### config.mk
export PLATFORM = sky130hd
export DESIGN_NAME = slab_interval_reduce
export DESIGN_NICKNAME = d
export VERILOG_FILES = /design/src/rtl/flopoco_pkg.sv /design/src/rtl/flopoco_lt.sv /design/src/rtl/slab_interval_reduce.sv
export SDC_FILE = /design/constraint.sdc
export NUM_CORES = 1
export LEC_CHECK = 0
export CORE_ASPECT_RATIO = 0.75
export CORE_UTILIZATION = 55
export CTS_CLUSTER_DIAMETER = 30
export CTS_CLUSTER_SIZE = 14
export DETAILED_ROUTE_END_ITERATION = 8
export PLACE_DENSITY_LB_ADDON = 0.05
export SETUP_SLACK_MARGIN = 0.2
export SYNTH_ARGS = -nofsm -noshare
export SYNTH_HDL_FRONTEND = slang
export SYNTH_SLANG_ARGS = --single-unit
### constraint.sdc
create_clock -name clk -period 6.2 [get_ports clk]
set_input_delay 1.24 -clock clk [delete_from_list [all_inputs] [get_ports clk]]
set_output_delay 1.24 -clock clk [all_outputs]
set_load 0.1 [all_outputs]
### src/rtl/flopoco_pkg.sv
// FloPoCo 11/52 operand format: exception codes, field positions and ordering rank.
package flopoco_pkg;

  localparam int unsigned EXC_HI   = 65;
  localparam int unsigned EXC_LO   = 64;
  localparam int unsigned SIGN_BIT = 63;
  localparam int unsigned EXP_HI   = 62;
  localparam int unsigned EXP_LO   = 52;
  localparam int unsigned FRAC_HI  = 51;
  localparam int unsigned FRAC_LO  = 0;

  localparam logic [1:0] EXC_ZERO = 2'b00;
  localparam logic [1:0] EXC_NORM = 2'b01;
  localparam logic [1:0] EXC_INF  = 2'b10;
  localparam logic [1:0] EXC_NAN  = 2'b11;

  localparam logic [EXC_HI:0] FP_NAN_CANON = {EXC_NAN, 64'b0};

  // Encoding order is the numeric order of the classes; NaN sits outside it.
  typedef enum logic [2:0] {
    RANK_NEG_INF,
    RANK_NEG_NORM,
    RANK_ZERO,
    RANK_POS_NORM,
    RANK_POS_INF,
    RANK_NAN
  } rank_e;

  function automatic rank_e fp_rank(input logic [1:0] exc, input logic sign);
    rank_e r;
    case (exc)
      EXC_ZERO: r = RANK_ZERO;
      EXC_NORM: r = sign ? RANK_NEG_NORM : RANK_POS_NORM;
      EXC_INF:  r = sign ? RANK_NEG_INF : RANK_POS_INF;
      default:  r = RANK_NAN;
    endcase
    return r;
  endfunction

endpackage

### src/rtl/flopoco_lt.sv
// Combinational strict a < b on FloPoCo operands, plus a NaN-present flag.
module flopoco_lt
  import flopoco_pkg::*;
(
  input  logic [EXC_HI:0] a,
  input  logic [EXC_HI:0] b,
  output logic            lt,
  output logic            nan
);

  rank_e ra;
  rank_e rb;
  logic [EXP_HI:0] ma;
  logic [EXP_HI:0] mb;

  always_comb begin
    ra  = fp_rank(a[EXC_HI:EXC_LO], a[SIGN_BIT]);
    rb  = fp_rank(b[EXC_HI:EXC_LO], b[SIGN_BIT]);
    ma  = {a[EXP_HI:EXP_LO], a[FRAC_HI:FRAC_LO]};
    mb  = {b[EXP_HI:EXP_LO], b[FRAC_HI:FRAC_LO]};
    nan = (ra == RANK_NAN) || (rb == RANK_NAN);
    lt  = 1'b0;
    // Zeros and infinities of one class are equal; only normals look at magnitude.
    if (ra != rb)
      lt = (ra < rb);
    else if (ra == RANK_NEG_NORM)
      lt = (ma > mb);
    else if (ra == RANK_POS_NORM)
      lt = (ma < mb);
  end

endmodule

### src/rtl/slab_interval_reduce.sv
// Two-stage max(tnear)/min(tfar) reduction with a tag/valid/NaN delay line aligned
// to the downstream greater_or_equal flag, and a saturating NaN-beat counter.
module slab_interval_reduce
  import flopoco_pkg::*;
#(
  parameter int unsigned width   = 65,
  parameter int unsigned id_w    = 16,
  parameter int unsigned cmp_lat = 4
) (
  input  logic             clk,
  input  logic             rst,
  input  logic             valid_i,
  input  logic [id_w-1:0]  id_i,
  input  logic [width:0]   tnx,
  input  logic [width:0]   tny,
  input  logic [width:0]   tnz,
  input  logic [width:0]   tfx,
  input  logic [width:0]   tfy,
  input  logic [width:0]   tfz,
  output logic             valid_o,
  output logic [width:0]   tenter,
  output logic [width:0]   texit,
  output logic             nan_o,
  output logic             valid_al_o,
  output logic [id_w-1:0]  id_al_o,
  output logic             nan_al_o,
  output logic [15:0]      nan_cnt
);

  logic lt_max1, nan_max1, lt_min1, nan_min1;
  logic lt_max2, nan_max2, lt_min2, nan_min2;

  logic            v1;
  logic [id_w-1:0] id1;
  logic [width:0]  m1, n1, tnz_r, tfz_r;
  logic            nan1;
  logic [id_w-1:0] id2;

  // Ties go to the earlier axis: max swaps only on a < b, min only on later < earlier.
  flopoco_lt u_max1 (.a(tnx), .b(tny), .lt(lt_max1), .nan(nan_max1));
  flopoco_lt u_min1 (.a(tfy), .b(tfx), .lt(lt_min1), .nan(nan_min1));
  flopoco_lt u_max2 (.a(m1), .b(tnz_r), .lt(lt_max2), .nan(nan_max2));
  flopoco_lt u_min2 (.a(tfz_r), .b(n1), .lt(lt_min2), .nan(nan_min2));

  always_ff @(posedge clk) begin
    if (rst) begin
      v1    <= 1'b0;
      id1   <= '0;
      m1    <= '0;
      n1    <= '0;
      tnz_r <= '0;
      tfz_r <= '0;
      nan1  <= 1'b0;
    end else begin
      v1    <= valid_i;
      id1   <= id_i;
      m1    <= lt_max1 ? tny : tnx;
      n1    <= lt_min1 ? tfy : tfx;
      tnz_r <= tnz;
      tfz_r <= tfz;
      nan1  <= nan_max1 | nan_min1;
    end
  end

  always_ff @(posedge clk) begin
    if (rst) begin
      valid_o <= 1'b0;
      id2     <= '0;
      nan_o   <= 1'b0;
      tenter  <= '0;
      texit   <= '0;
    end else begin
      valid_o <= v1;
      id2     <= id1;
      nan_o   <= nan1 | nan_max2 | nan_min2;
      if (nan1 | nan_max2 | nan_min2) begin
        tenter <= FP_NAN_CANON;
        texit  <= FP_NAN_CANON;
      end else begin
        tenter <= lt_max2 ? tnz_r : m1;
        texit  <= lt_min2 ? tfz_r : n1;
      end
    end
  end

  logic [cmp_lat-1:0] vd;
  logic [cmp_lat-1:0] nd;
  logic [id_w-1:0]    idd [cmp_lat];

  always_ff @(posedge clk) begin
    if (rst) begin
      vd <= '0;
      nd <= '0;
      for (int unsigned i = 0; i < cmp_lat; i++) idd[i] <= '0;
    end else begin
      vd[0]  <= valid_o;
      nd[0]  <= nan_o;
      idd[0] <= id2;
      for (int unsigned i = 1; i < cmp_lat; i++) begin
        vd[i]  <= vd[i-1];
        nd[i]  <= nd[i-1];
        idd[i] <= idd[i-1];
      end
    end
  end

  assign valid_al_o = vd[cmp_lat-1];
  assign nan_al_o   = nd[cmp_lat-1];
  assign id_al_o    = idd[cmp_lat-1];

  always_ff @(posedge clk) begin
    if (rst)
      nan_cnt <= '0;
    else if (valid_o && nan_o && (nan_cnt != '1))
      nan_cnt <= nan_cnt + 16'd1;
  end

endmodule

# Yosys cells after proc, flatten, opt, wreduce, memory -nomap -nowiden
# Memory sizes are Yosys's and may differ from the RTL's.
# Cells that the tools add are included.
# op_classes
addsub	1
magnitude_cmp	12
eq_ne	37
mux	49
n_bitwise	7
n_reduce_logical	15
# op_table
cell	n
$mux W66	6
$gt A63 B63 Y1	4
$lt A63 B63 Y1	4
$pmux W3 S3	8
$mux W16	4
$eq A3 B3 Y1 const B	8
$mux W3	8
$add A16 B1 Y16 const B	1
$eq A2 B1 Y1 const B	8
$eq A2 B2 Y1 const B	8
$logic_not A2 Y1	8
$mux W2	8
$ne A16 B16 Y1 const B	1
$mux W1	15
$eq A3 B1 Y1 const B	4
$eq A3 B2 Y1 const B	4
$lt A3 B3 Y1	4
$ne A3 B3 Y1	4
$or A1 B1 Y1	7
$logic_or A1 B1 Y1	4
$logic_and A1 B1 Y1	2
$reduce_or A2 Y1	1
# word_totals
reg_bits	456
ram_bits	64
inputBits	415
output_inout_bits	168
n_memories	1
# memory_table
name	depth	word_bits	rd	rd_ports_with_merged_regs	wr	line	rtl
idd	4	16	4	0	4	slab_interval_reduce.sv:88	logic [id_w-1:0] idd [cmp_lat];

# Longest topological paths before layout
# Gate-level depths: netlist (run 1).
# depth
depth_word	8
ltp_mapped	12
depth_no_buf	10

# Cells and area by module
# A second synthesis (run 1) with hierarchy kept.
# hier_totals
hier_cells	2443
area_unflattened_um2	23403.7
# modules_own_cells
module	n_inst	cells_each	area_per_inst_um2	seq_area_each_um2
slab_interval_reduce	1	1459	16432.0	10410.0
flopoco_lt at u_max1 ...	3	246	1744.2	0.0
flopoco_lt at u_min1	1	246	1739.2	0.0

# Least setup slack after synthesis (run 1)
# Ideal clock, no wire load.
# synth_timing
path_type	in2reg
start	in tny[32]
end	reg m1[0]
setup_time_ps	72
arrival_ps	3614
slack_ps	2515
path_stages	12
path_cell_list	inv_1 -> ha_1 -> a21oi_1 -> o21ai_1 -> a221o_1 -> a2111o_1 -> a211oi_2 -> nand2_1 -> a221oi_2 -> buf_6 -> buf_12 -> mux2i_1
# synth_via
elab_chain_len	5
elab_cells_between_ends	6
# synth_lines
item	line	rtl
from (decl)	slab_interval_reduce.sv:15	input logic [width:0] tny,
$lt A63 B63 Y1	flopoco_lt.sv:29	lt = (ma < mb);
$mux W1	flopoco_lt.sv:28	else if (ra == RANK_POS_NORM)
$mux W1 (*)	flopoco_lt.sv:26	else if (ra == RANK_NEG_NORM)
$mux W1 (*)	flopoco_lt.sv:24	if (ra != rb)
$mux W66 (*)	slab_interval_reduce.sv:57	m1 <= lt_max1 ? tny : tnx;
to (signal assigned)	slab_interval_reduce.sv:57	
to (decl)	slab_interval_reduce.sv:35	logic [width:0] m1, n1, tnz_r, tfz_r;
# Every way passes the cells marked *; elsewhere a longest branch is shown, timed or not.
# A chain may end at the register's enable or synchronous reset.

# Worst setup path in the final report (run 1)
# layout_timing
start	reg n1[12]
end	reg texit[50]
# layout_via
elab_chain_len	5
elab_cells_between_ends	6
# layout_lines
item	line	rtl
from (decl)	slab_interval_reduce.sv:35	
from (signal assigned)	slab_interval_reduce.sv:58	n1 <= lt_min1 ? tfy : tfx;
$lt A63 B63 Y1	flopoco_lt.sv:29	
$mux W1	flopoco_lt.sv:28	
$mux W1 (*)	flopoco_lt.sv:26	
$mux W1 (*)	flopoco_lt.sv:24	
$mux W66 (*)	slab_interval_reduce.sv:81	texit <= lt_min2 ? tfz_r : n1;
to (signal assigned)	slab_interval_reduce.sv:81	
to (decl)	slab_interval_reduce.sv:22	output logic [width:0] texit,
# Marks and branches as above.

==> results.md, run 1 <==
* Clock latency on the worst-skew pair at around 0.63 ns
* # hold bufs at CTS at 0
* Starting DRC count in detailed routing at approximately 1400
* Die height at 187 microns
* Outcome: finished clean
* Number of synthesis warnings at 0
* Maximum VDD drop at between 200 and 250 uV
* Worst-path fanout max at between 40 and 50
* Static leakage at between 0.01 and 0.015 uW
* Clk pin slew, worst setup/hold paths at 0.06 ns
* Final Hold Fails at 0
* EDFF count, synth at 0
* Row count at 67
* Final antenna-violating net count at 0
* Cell Pwr Density at roughly 320 nW/um^2
* Final nets at 3985
* Reg power frac at between 30% and 40%
* Synth Cell Area at about 25000 sq um
* Mapped Cells at ~2800
* Worst min-delay path class: flip-flop to flip-flop
* Core area at ~45000 sq um
* DIE AREA at around 47000 sq um
* Grt ovf at 0
* Startpoint Class: flip-flop
* Setup crit end kind: flip-flop
* Finished Cell Area at about 34000 sq um
* Avg Cell Area, Syn at between 9 and 10 sq um
* Synth area leaders: dfxtp_1 (41%), ha_1 (13%), nand2b_1 (6.6%)
* # Max-Cap Violations at 0
* Switching part of the total power at 31.1%
* GRT Max-Usage Layer: met2
* Largest net degree at the start of global routing at 261
* Relative slew slack at approximately 22%
* P_sw at approximately 3500 uW
* Flops & latches, synth at 520
* Placed inst area at ~31000 sq um
* Yosys top cell by area: dfxtp_1
* CTS tree: done
* Reg2Reg Setup Slack at about 1.5 ns
* CTS-repair resized insts at 0
* Area grow syn2layout at 36.8%
* Pre-antenna DRT Iters at 5
* Final setup violation count at 0
* Remaining DRCs at 0
* # fillers at ~3100
* Initial antenna violation count at 30
* Top Ports at 583
* FMAX at 214 MHz
* Critical Path AT at 5.21 ns
* Met3 usage at under 10%
* Post-DP HPWL at just under 60000 microns
* First-pass GRT wire length at 124000 microns
* Vias per cell at about 5.6
* Setup TNS at 0 ns
* Int Power at ~7700 uW
* Worst EP required at between 6 and 7 ns
* Clock power share at between 40% and 50%
* Proportion of layout cells with a drive suffix above 1 at under 10%
* IO Port Bufs at between 500 and 600
* Mapped Nets at 3454
* Met2 usage at 56.5%
* Clock Skews at around 0.029 ns
* Final total power at ~11000 uW
* Max Slew Vio Count at 0
* Average wire per standard cell at around 20 microns
* CTS buffer count at 90
* Setup Buffers After CTS at 0
* RD Place Congestion at around 0.91
* Period utilization at 75.4%
* Met1 usage at 41.2%
* # clock sinks at 520
* Post-synthesis sequential area ratio at 41.4%
* Maximum root-to-sink buffer count at 3
* Initial Util at 56.1%
* Die W at approximately 250 microns
* Distinct cell type count after synthesis at between 50 and 60
* Worst slew pin tran at roughly 1.2 ns
* Logic pwr share at 21.3%
* FFs w/ async S/R, synth at 0%
* CTS H-Tree Depth at 3
* Hold Slack at about 0.42 ns
* Vias in the first global route at 22081
* Via count at around 22000
* Root Buffer: clkbuf_16
* Top-area cell type share of the netlist area at roughly two fifths
* Final Critical Period at ~4.7 ns
* Commonest register cell after synthesis: dfxtp_1
* CP Class: flip-flop to flip-flop
* GRT Total Usage at 34.0%
* Unrepaired setup endpoints after global routing: no
* Wirelength, routed at roughly 80000 microns
-- cells in the mapped netlist, types with 2 or more instances --
master       n
nand4_1    124
o21ai_0    105
nor4_1      11
a21boi_0     7
nor2_1      41
mux2i_1    131
o21a_1       2
buf_4        7
nor3_1      14
nand2b_1   267
nand3_1    104
buf_12       5
and3_1       5
a31oi_1      5
dfxtp_1    520
buf_1       16
ha_1       265
nor2b_1    239
o31ai_1     71
o311a_1      2
a211oi_1    12
o211ai_1     5
nand2_1     66
nand3b_1     4
o31a_1       2
a22oi_1      4
xnor2_1      5
and4_1       8
or3_1        8
inv_1      274
buf_2       10
xor2_1       4
a21oi_1    253
a21o_1      24
a2111oi_0    2
a221oi_1    11
clkbuf_1   122
-- stage by stage --
step / setup WS (ns) / util [%] / instances
final: 1.52 / 76.7 / 3985
after global routing: 1.40 / 76.7 / 3981
after CTS: 1.69 / 76.6 / 3964
after detailed placement: 1.11 / 69.6 / 3799
after global placement: 1.21 / 69.6 / 3799
after floorplan: 2.51 / - / 2774
-- registers in the layout, summed over array words and instances (netlist names) --
| name | count |
|---|---|
| id1 | 16 |
| valid_o | 1 |
| tfz_r | 66 |
| m1 | 66 |
| tenter | 66 |
| nan1 | 1 |
| idd | 64 |
| n1 | 66 |
| tnz_r | 66 |
| id2 | 16 |
| v1 | 1 |
| texit | 66 |
| vd | 4 |
| nan_o | 1 |
| nan_cnt | 16 |
| nd | 4 |
-- cell type report --
| class | count | area (sq um) | area share, % |
|---|---|---|---|
| Antenna cell | 21 | 52.6 | 0.153 |
| Clock buffer | 104 | 2400 | 6.97 |
| Clock inverter | 61 | 713 | 2.07 |
| Inverter | 274 | 1030 | 2.99 |
| Multi-Input combinational cell | 1819 | 13100 | 38.0 |
| Sequential cell | 520 | 10400 | 30.3 |
| Tap cell | 586 | 733 | 2.13 |
| Timing Repair Buffer | 600 | 6000 | 17.5 |
-- cell families after synthesis --
kind of cell | count (synthesis) | synth area share, %
xor gates and xnor gates | 9 | 0.313
and+or+nand+nor | 895 | 20.8
AOI/OAI and AO/OA | 519 | 12.1
buffers and inverters | 435 | 7.00
muxes | 131 | 5.22
adders and majority gates | 265 | 13.2
DFF | 520 | 41.4
-- layout by cell type (no fill, tap or decap), drive strengths merged, types with 7 or more instances in the layout --
cell,netlist,layout
a21boi,7,7
inv,274,297
a21o,24,24
nor2b,239,239
nand3,104,104
o31ai,71,71
ha,265,265
clkbuf,122,104
nand2,66,66
nand2b,267,267
clkinv,0,22
and4,8,8
a211oi,13,13
nor2,41,41
clkdlybuf4s50,0,581
o21ai,106,106
bufinv,0,9
a221oi,12,12
nand4,124,124
mux2i,131,131
clkinvlp,0,7
nor3,14,14
or3,8,8
diode,0,21
a21oi,253,253
nor4,11,11
dfxtp,520,520
buf,39,19
-- worst max-delay path: stages, from the launching register on --
cell,delay (ns)
dfxtp_1,0.33
inv_1,0.05
ha_1,0.30
a21oi_1,0.19
o21ai_0,0.17
a2111oi_0,0.97
a21oi_1,0.23
nor4_1,0.69
a21bo_2,0.90
buf_4,0.39
o21ai_0,0.13
a21oi_1,0.21
-- power groups by stage --
stage | combinational [uW] | clock, uW | sequential (uW)
global placement | 2260 | 0 | 3780
finish | 2370 | 5020 | 3720
global route | 2530 | 5250 | 3740
detailed placement | 2320 | 0 | 3780
floorplan | 1050 | 0 | 4250
CTS | 2350 | 5060 | 3720
-- per-layer routing --
layer,part of all wire (%),vias to the layer above
li1,-,10625
met1,40,10585
met2,47,966
met3,8.0,230
met4,4.5,14
met5,0.11,-
-- final timing paths --
check	depth (start not counted)	end	startpoint
setup / recovery	11	texit[50]$_SDFF_PP0_	n1[12]$_SDFF_PP0_
hold / removal	1	idd[3][1]$_SDFF_PP0_	idd[2][1]$_SDFF_PP0_
setup reg to reg	11	texit[50]$_SDFF_PP0_	n1[12]$_SDFF_PP0_
hold reg to reg	1	idd[3][1]$_SDFF_PP0_	idd[2][1]$_SDFF_PP0_
(Power assumes the default switching activity.)
==> run 2: changes to the inputs <==
--- a/config.mk
+++ b/config.mk
@@ -6,7 +6,7 @@
 export NUM_CORES = 1
 export LEC_CHECK = 0
 export CORE_ASPECT_RATIO = 0.75
-export CORE_UTILIZATION = 55
+export CORE_UTILIZATION = 51
 export CTS_CLUSTER_DIAMETER = 30
 export CTS_CLUSTER_SIZE = 14
 export DETAILED_ROUTE_END_ITERATION = 8
==> constraint.sdc (replaced) <==
create_clock -name clk -period 4.7 [get_ports clk]
set_input_delay 0.94 -clock clk [delete_from_list [all_inputs] [get_ports clk]]
set_output_delay 0.94 -clock clk [all_outputs]
set_load 0.1 [all_outputs]
==> run 2 against run 1 <==
  * Setup slack worse by 0.80 ns
  * Final area up 0.95%
  * Combinational power up 33%
  * Hold slack improved by 0.0071 ns
  * Utilization is 5.4 points lower
  * Clock skew fell by 0.0067 ns
  * Clock-buffer cell count is 1 higher
  * Critical path type unchanged
==> results.md, run 2 (same netlist as run 1, synthesis figures left out) <==
* Core area at 48700 sq um (was 44800 sq um)
* Static leakage at 0.0148 uW (was 0.0147 uW)
* Crit path from: n1[50]$_SDFF_PP0_ (was n1[12]$_SDFF_PP0_)
* Worst min-delay path class: flip-flop to flip-flop (unchanged)
* Final total power at 14800 uW (was 11100 uW)
* Final setup violation count at 0 (unchanged)
* Die W at 258 microns (was 249 microns)
* RD Place Congestion at 0.935 (was 0.914)
* Average wire per standard cell at 19.8 microns (was 20.4 microns)
* DIE AREA at 50200 sq um (was 46600 sq um)
* Finished Core Util at 71.3% (was 76.7%)
* Initial antenna violation count at 27 (was 30)
* Proportion of layout cells with a drive suffix above 1 at 6.16% (was 5.74%)
* Post-DP HPWL at 58700 microns (was 58600 microns)
* Vias per cell at 5.45 (was 5.63)
* Largest net degree at the start of global routing at 216 (was 261)
* # Max-Cap Violations at 0 (unchanged)
* # hold bufs at CTS at 0 (unchanged)
* Final Hold Fails at 0 (unchanged)
* Worst-path fanout max at 39 (was 45)
* CTS H-Tree Depth at 3 (unchanged)
* IO Port Bufs at 582 (unchanged)
* CTS buffer count at 91 (was 90)
* Setup TNS at 0 ns (unchanged)
* Most common cell after layout, fill and taps aside: clkdlybuf4s50_1 (unchanged)
* CTS tree: done (unchanged)
* Area grow syn2layout at 38.1% (was 36.8%)
* Grt ovf at 0 (unchanged)
* Relative slew slack at 23.9% (was 22.1%)
* Maximum root-to-sink buffer count at 3 (unchanged)
* # clock sinks at 520 (unchanged)
* Unrepaired setup endpoints after global routing: no (unchanged)
* Setup crit end kind: flip-flop (unchanged)
* Final nets at 3995 (was 3985)
* Root Buffer: clkbuf_16 (unchanged)
* Clock latency on the worst-skew pair at 0.64 ns (was 0.63 ns)
* Cell Pwr Density at 425 nW/um^2 (was 323 nW/um^2)
* Setup Buffers After CTS at 0 (unchanged)
* Hold_sp: idd[1][5]$_SDFF_PP0_ (was idd[2][1]$_SDFF_PP0_)
* First-pass GRT wire length at 123000 microns (was 124000 microns)
* Top Ports at 583 (unchanged)
* CP Class: flip-flop to flip-flop (unchanged)
* Remaining DRCs at 0 (unchanged)
* Most frequent cells in the layout: clkdlybuf4s50_1 (581), dfxtp_1 (520), inv_1 (274) (unchanged)
* Clk pin slew, worst setup/hold paths at 0.06 ns (about the same)
* Row count at 70 (was 67)
* Final cell count without fillers at 4061 (was 3985)
* Maximum VDD drop at 281 uV (was 234 uV)
* Die height at 194 microns (was 187 microns)
* Worst r2r src: n1[50]$_SDFF_PP0_ (was n1[12]$_SDFF_PP0_)
* Starting DRC count in detailed routing at 1676 (was 1432)
* Pre-antenna DRT Iters at 6 (was 5)
* Vias in the first global route at 21948 (was 22081)
* GRT Total Usage at 31.3% (was 34.0%)
* Initial Util at 51.6% (was 56.1%)
* Final Critical Period at 3.98 ns (was 4.68 ns)
* Via count at 22148 (was 22420)
* Wirelength, routed at 80600 microns (was 81300 microns)
* Finished Cell Area at 34700 sq um (was 34400 sq um)
* CTS-repair resized insts at 0 (unchanged)
* Cells after DPL at 3870 (was 3799)
* Critical Path AT at 4.51 ns (was 5.21 ns)
* Worst EP required at 5.23 ns (was 6.74 ns)
* Final antenna-violating net count at 0 (unchanged)
* Period utilization at 84.6% (was 75.4%)
* Max Slew Vio Count at 0 (unchanged)
* Worst slew pin tran at 1.14 ns (was 1.17 ns)
* Placed inst area at 31500 sq um (was 31200 sq um)
* Startpoint Class: flip-flop (unchanged)
* Outcome: finished clean (unchanged)
* Clock Skews at 0.0219 ns (was 0.0286 ns)
* FMAX at 251 MHz (was 214 MHz)
==> run 2: cell types whose count changed in the layout (fill, tap and decap cells not counted), sizes merged <==
| cell | previous run | this run |
|---|---|---|
| buf | 19 | 28 |
| clkinv | 22 | 27 |
| inv | 297 | 293 |
| clkinvlp | 7 | 12 |
| bufinv | 9 | 7 |
| clkbuf | 104 | 105 |
==> run 2: final timing paths <==
check | endpoint | slack [ns] | cells past startpoint
max | texit[17]$_SDFF_PP0_ | 0.72 | 10
min | idd[2][5]$_SDFF_PP0_ | 0.43 | 1
max reg2reg | texit[17]$_SDFF_PP0_ | 0.72 | 10
min reg2reg | idd[2][5]$_SDFF_PP0_ | 0.43 | 1
==> run 2: per-stage QoR <==
stage	hold WS [ns]	worst slack, ns
after floorplan	0.414	1.31
after global placement	0.416	0.374
after detailed placement	0.420	0.290
after CTS	0.433	0.761
after global routing	0.444	0.569
final	0.430	0.722
==> run 2: routing by layer <==
layer	vias up	track usage, %	share of wire, %
met2	853	50.3	46
met5	-	0	0.065
li1	10666	-	-
met3	210	7.60	7.4
met4	8	15.0	4.3
met1	10411	39.4	42
==> run 2: critical path: stages (launching register included) <==
cell,delay [ns]
dfxtp_1,0.35
inv_1,0.05
ha_1,0.32
nand4_1,0.16
nor4_1,0.79
and3_1,0.31
a21oi_1,0.21
a21oi_4,0.68
buf_4,0.52
o21ai_0,0.18
a21oi_1,0.27
==> run 2: cell type report <==
class / instances / area (sq um)
antenna: 21 / 52.6
clock buffer: 105 / 2420
clock inverter: 65 / 771
fill: 3641 / 14000
inverter: 274 / 1030
multi-input combinational: 1819 / 13100
sequential: 520 / 10400
tap: 648 / 811
timing repair buffer: 609 / 6170
==> run 2: where the power goes <==
| group | internal, uW | leakage [uW] | switching [uW] |
|---|---|---|---|
| clock network | 4190 | 0.00154 | 2520 |
| registers | 4730 | 0.00428 | 180 |
| logic | 1170 | 0.00896 | 1970 |
| total | 10100 | 0.0148 | 4670 |
==> run 3: changes to the inputs <==
==> constraint.sdc (replaced) <==
create_clock -name clk -period 3.67 [get_ports clk]
set_input_delay 0.734 -clock clk [delete_from_list [all_inputs] [get_ports clk]]
set_output_delay 0.734 -clock clk [all_outputs]
set_load 0.1 [all_outputs]
==> run 3 against run 2 <==
  * First-iteration DRC count rose by 13%
  * Register-to-register slack worse by 0.31 ns
  * Setup slack worse by 0.50 ns
  * Non-clock buffer count grew 105
  * Routed wire length rose by 5.6%
  * Utilization is 2.8 points higher
  * Final cell count up 2.6%
  * Die area unchanged
  * Combinational power is 37% higher
  * Largest power group unchanged
==> results.md, run 3 (same netlist as run 1, synthesis figures left out) <==
* Final antenna-violating net count at 0 (unchanged)
* Worst slew pin tran at 1.10 ns (was 1.14 ns)
* Most common cell after layout, fill and taps aside: clkdlybuf4s50_1 (unchanged)
* Post-DP HPWL at 62000 microns (was 58700 microns)
* Clock Skews at 0.0226 ns (was 0.0219 ns)
* Cell Pwr Density at 555 nW/um^2 (was 425 nW/um^2)
* # clock sinks at 520 (unchanged)
* Crit path buffers/inverters at 7 (was 2)
* # fillers at 3536 (was 3641)
* Maximum root-to-sink buffer count at 3 (unchanged)
* FMAX at 290 MHz
* Critical Path AT at 4.01 ns (was 4.51 ns)
* Finished Core Util at 74.1% (was 71.3%)
* Vias in the first global route at 22690 (was 21948)
* Final Critical Period at around 3.5 ns
* Average wire per standard cell at 20.4 microns (was 19.8 microns)
* Final setup violation count at 0 (unchanged)
* Startpoint Class: input port (was flip-flop)
* Grt ovf at 0 (unchanged)
* Highest-delay cell along the critical path: clkdlybuf4s50_1 (was nor4_1)
* Max Slew Vio Count at 0 (unchanged)
* Top Ports at 583 (unchanged)
* Initial Util at 51.6% (unchanged)
* Pre-antenna DRT Iters at 6 (unchanged)
* CP Cell Sequence: clkdlybuf4s50_1, inv_1, ha_1, a21oi_1, nand2_1, a21oi_2, buf_4, o211ai_1, a2111oi_2, buf_4, nand2_1, a31oi_4, buf_12, buf_4, buf_12, mux2i_1 (was inv_1, ha_1, nand4_1, nor4_1, and3_1, a21oi_1, a21oi_4, buf_4, o21ai_0, a21oi_1)
* Hold_sp: id2[13]$_SDFF_PP0_ (was idd[1][5]$_SDFF_PP0_)
* First-pass GRT wire length at 128000 microns (was 123000 microns)
* Setup crit end kind: flip-flop (unchanged)
* Final Hold Fails at 0 (unchanged)
* GRT Total Usage at 32.8% (was 31.3%)
* Static leakage at 0.0155 uW (was 0.0148 uW)
* Unrepaired setup endpoints after global routing: yes (was no)
* Wirelength, routed at 85100 microns (was 80600 microns)
* Worst path max stage delay at 0.50 ns (was 0.79 ns)
* Relative slew slack at 26.3% (was 23.9%)
* Period utilization at ~94%
* Proportion of layout cells with a drive suffix above 1 at 9.74% (was 6.16%)
* Worst EP required at 4.23 ns (was 5.23 ns)
* # hold bufs at CTS at 0 (unchanged)
* CTS tree: done (unchanged)
* Cell family with most CP delay: buffers and inverters (was compound AO/OA/AOI/OAI gates)
* Most used cell, CP: buf_4 (was a21oi_1)
* IO Port Bufs at 582 (unchanged)
* Die W at 258 microns (unchanged)
* CP Class: input port to flip-flop (was flip-flop to flip-flop)
* Most frequent cells in the layout: clkdlybuf4s50_1 (573), dfxtp_1 (520), inv_1 (274) (was clkdlybuf4s50_1 (581), dfxtp_1 (520), inv_1 (274))
* DIE AREA at 50200 sq um (unchanged)
* Root Buffer: clkbuf_16 (unchanged)
* Row count at 70 (unchanged)
* Worst min-delay path class: flip-flop to flip-flop (unchanged)
* Remaining DRCs at 0 (unchanged)
* Initial antenna violation count at 19 (was 27)
* Core area at 48700 sq um (unchanged)
* CTS H-Tree Depth at 3 (unchanged)
* # Max-Cap Violations at 0 (unchanged)
* Area grow syn2layout at 43.5% (was 38.1%)
* Clock latency on the worst-skew pair at 0.65 ns (was 0.64 ns)
* Outcome: finished clean (unchanged)
* Maximum VDD drop at 472 uV (was 281 uV)
* Finished Cell Area at 36100 sq um (was 34700 sq um)
* Starting DRC count in detailed routing at 1893 (was 1676)
* Via count at 22862 (was 22148)
* Crit path from: tfx[13] (was n1[50]$_SDFF_PP0_)
* Vias per cell at 5.49 (was 5.45)
* RD Place Congestion at 0.957 (was 0.935)
* Worst r2r src: tnz_r[62]$_SDFF_PP0_ (was n1[50]$_SDFF_PP0_)
* Final nets at 4102 (was 3995)
* Worst-path fanout max at 8 (was 39)
* Die height at 194 microns (unchanged)
* Largest net degree at the start of global routing at 201 (was 216)
* Setup TNS at 0 ns (unchanged)
* Clk pin slew, worst setup/hold paths at 0.06 ns (about the same)
* Placed inst area at 32300 sq um (was 31500 sq um)
* CTS buffer count at 93 (was 91)
run 3: cell count changes in the layout (fill, tap and decap cells not counted), moves of 6 or more:
cell / change
buf_4: +96
bufinv_16: +11
buf_12: +9
clkdlybuf4s50_1: -8
clkbuf_8: -7
clkbuf_16: +6
nor4_1: -6
run 3: what timing repair did:
item / 4_1_cts / 5_1_grt
gates resized for setup: 5 / 23
endpoints found under the setup margin: 91 / 177
cloned: 0 / 4
pin swaps: 0 / 10
setup buffers: 0 / 5
run 3: worst paths after layout:
path / end / slack, ns / cells after the start
max: n1[36]$_SDFF_PP0_ / 0.22 / 16
min: idd[0][13]$_SDFF_PP0_ / 0.42 / 1
max reg2reg: tenter[29]$_SDFF_PP0_ / 0.41 / 13
min reg2reg: idd[0][13]$_SDFF_PP0_ / 0.42 / 1
run 3: stage by stage:
stage | setup slack (ns) | power, uW | instances | hold WS, ns
2_1_floorplan | 0.491 | 8940 | 2774 | 0.414
3_3_place_gp | -0.380 | 10500 | 3966 | 0.416
3_5_place_dp | -0.488 | 10500 | 3966 | 0.424
4_1_cts | 0.289 | 20000 | 4141 | 0.420
5_1_grt | 0.164 | 20700 | 4165 | 0.427
6_report | 0.219 | 20000 | 4167 | 0.423
run 3: metal layers:
layer,routed length [microns],global-route usage [%],up-vias
met1,35400,41.3,10792
met5,30,0,-
met2,39300,53.1,981
li1,-,-,10853
met3,6280,6.87,232
met4,4020,16.2,4
run 3: layout make-up:
type | count | area (sq um) | share of cell area (%)
inverter | 274 | 1030 | 2.85
multi-input combinational | 1819 | 13200 | 36.5
timing repair buffer | 714 | 7140 | 19.8
antenna | 17 | 42.5 | 0.118
clock buffer | 103 | 2380 | 6.61
sequential | 520 | 10400 | 28.9
tap | 648 | 811 | 2.25
clock inverter | 72 | 1080 | 3.00
run 3: power breakdown:
part	switching, uW	internal, uW	total (uW)
registers	239	6060	6300
clock network	3310	6110	9420
logic	2620	1690	4310
run 3: worst reg2reg max path, delay by kind of cell (launching register included):
kind	cells	cell delay [ns]
buffers and inverters	4	0.66
DFF	1	0.35
adders and majority gates	1	0.29
and+or+nand+nor	3	0.69
AOI/OAI and AO/OA	5	1.13
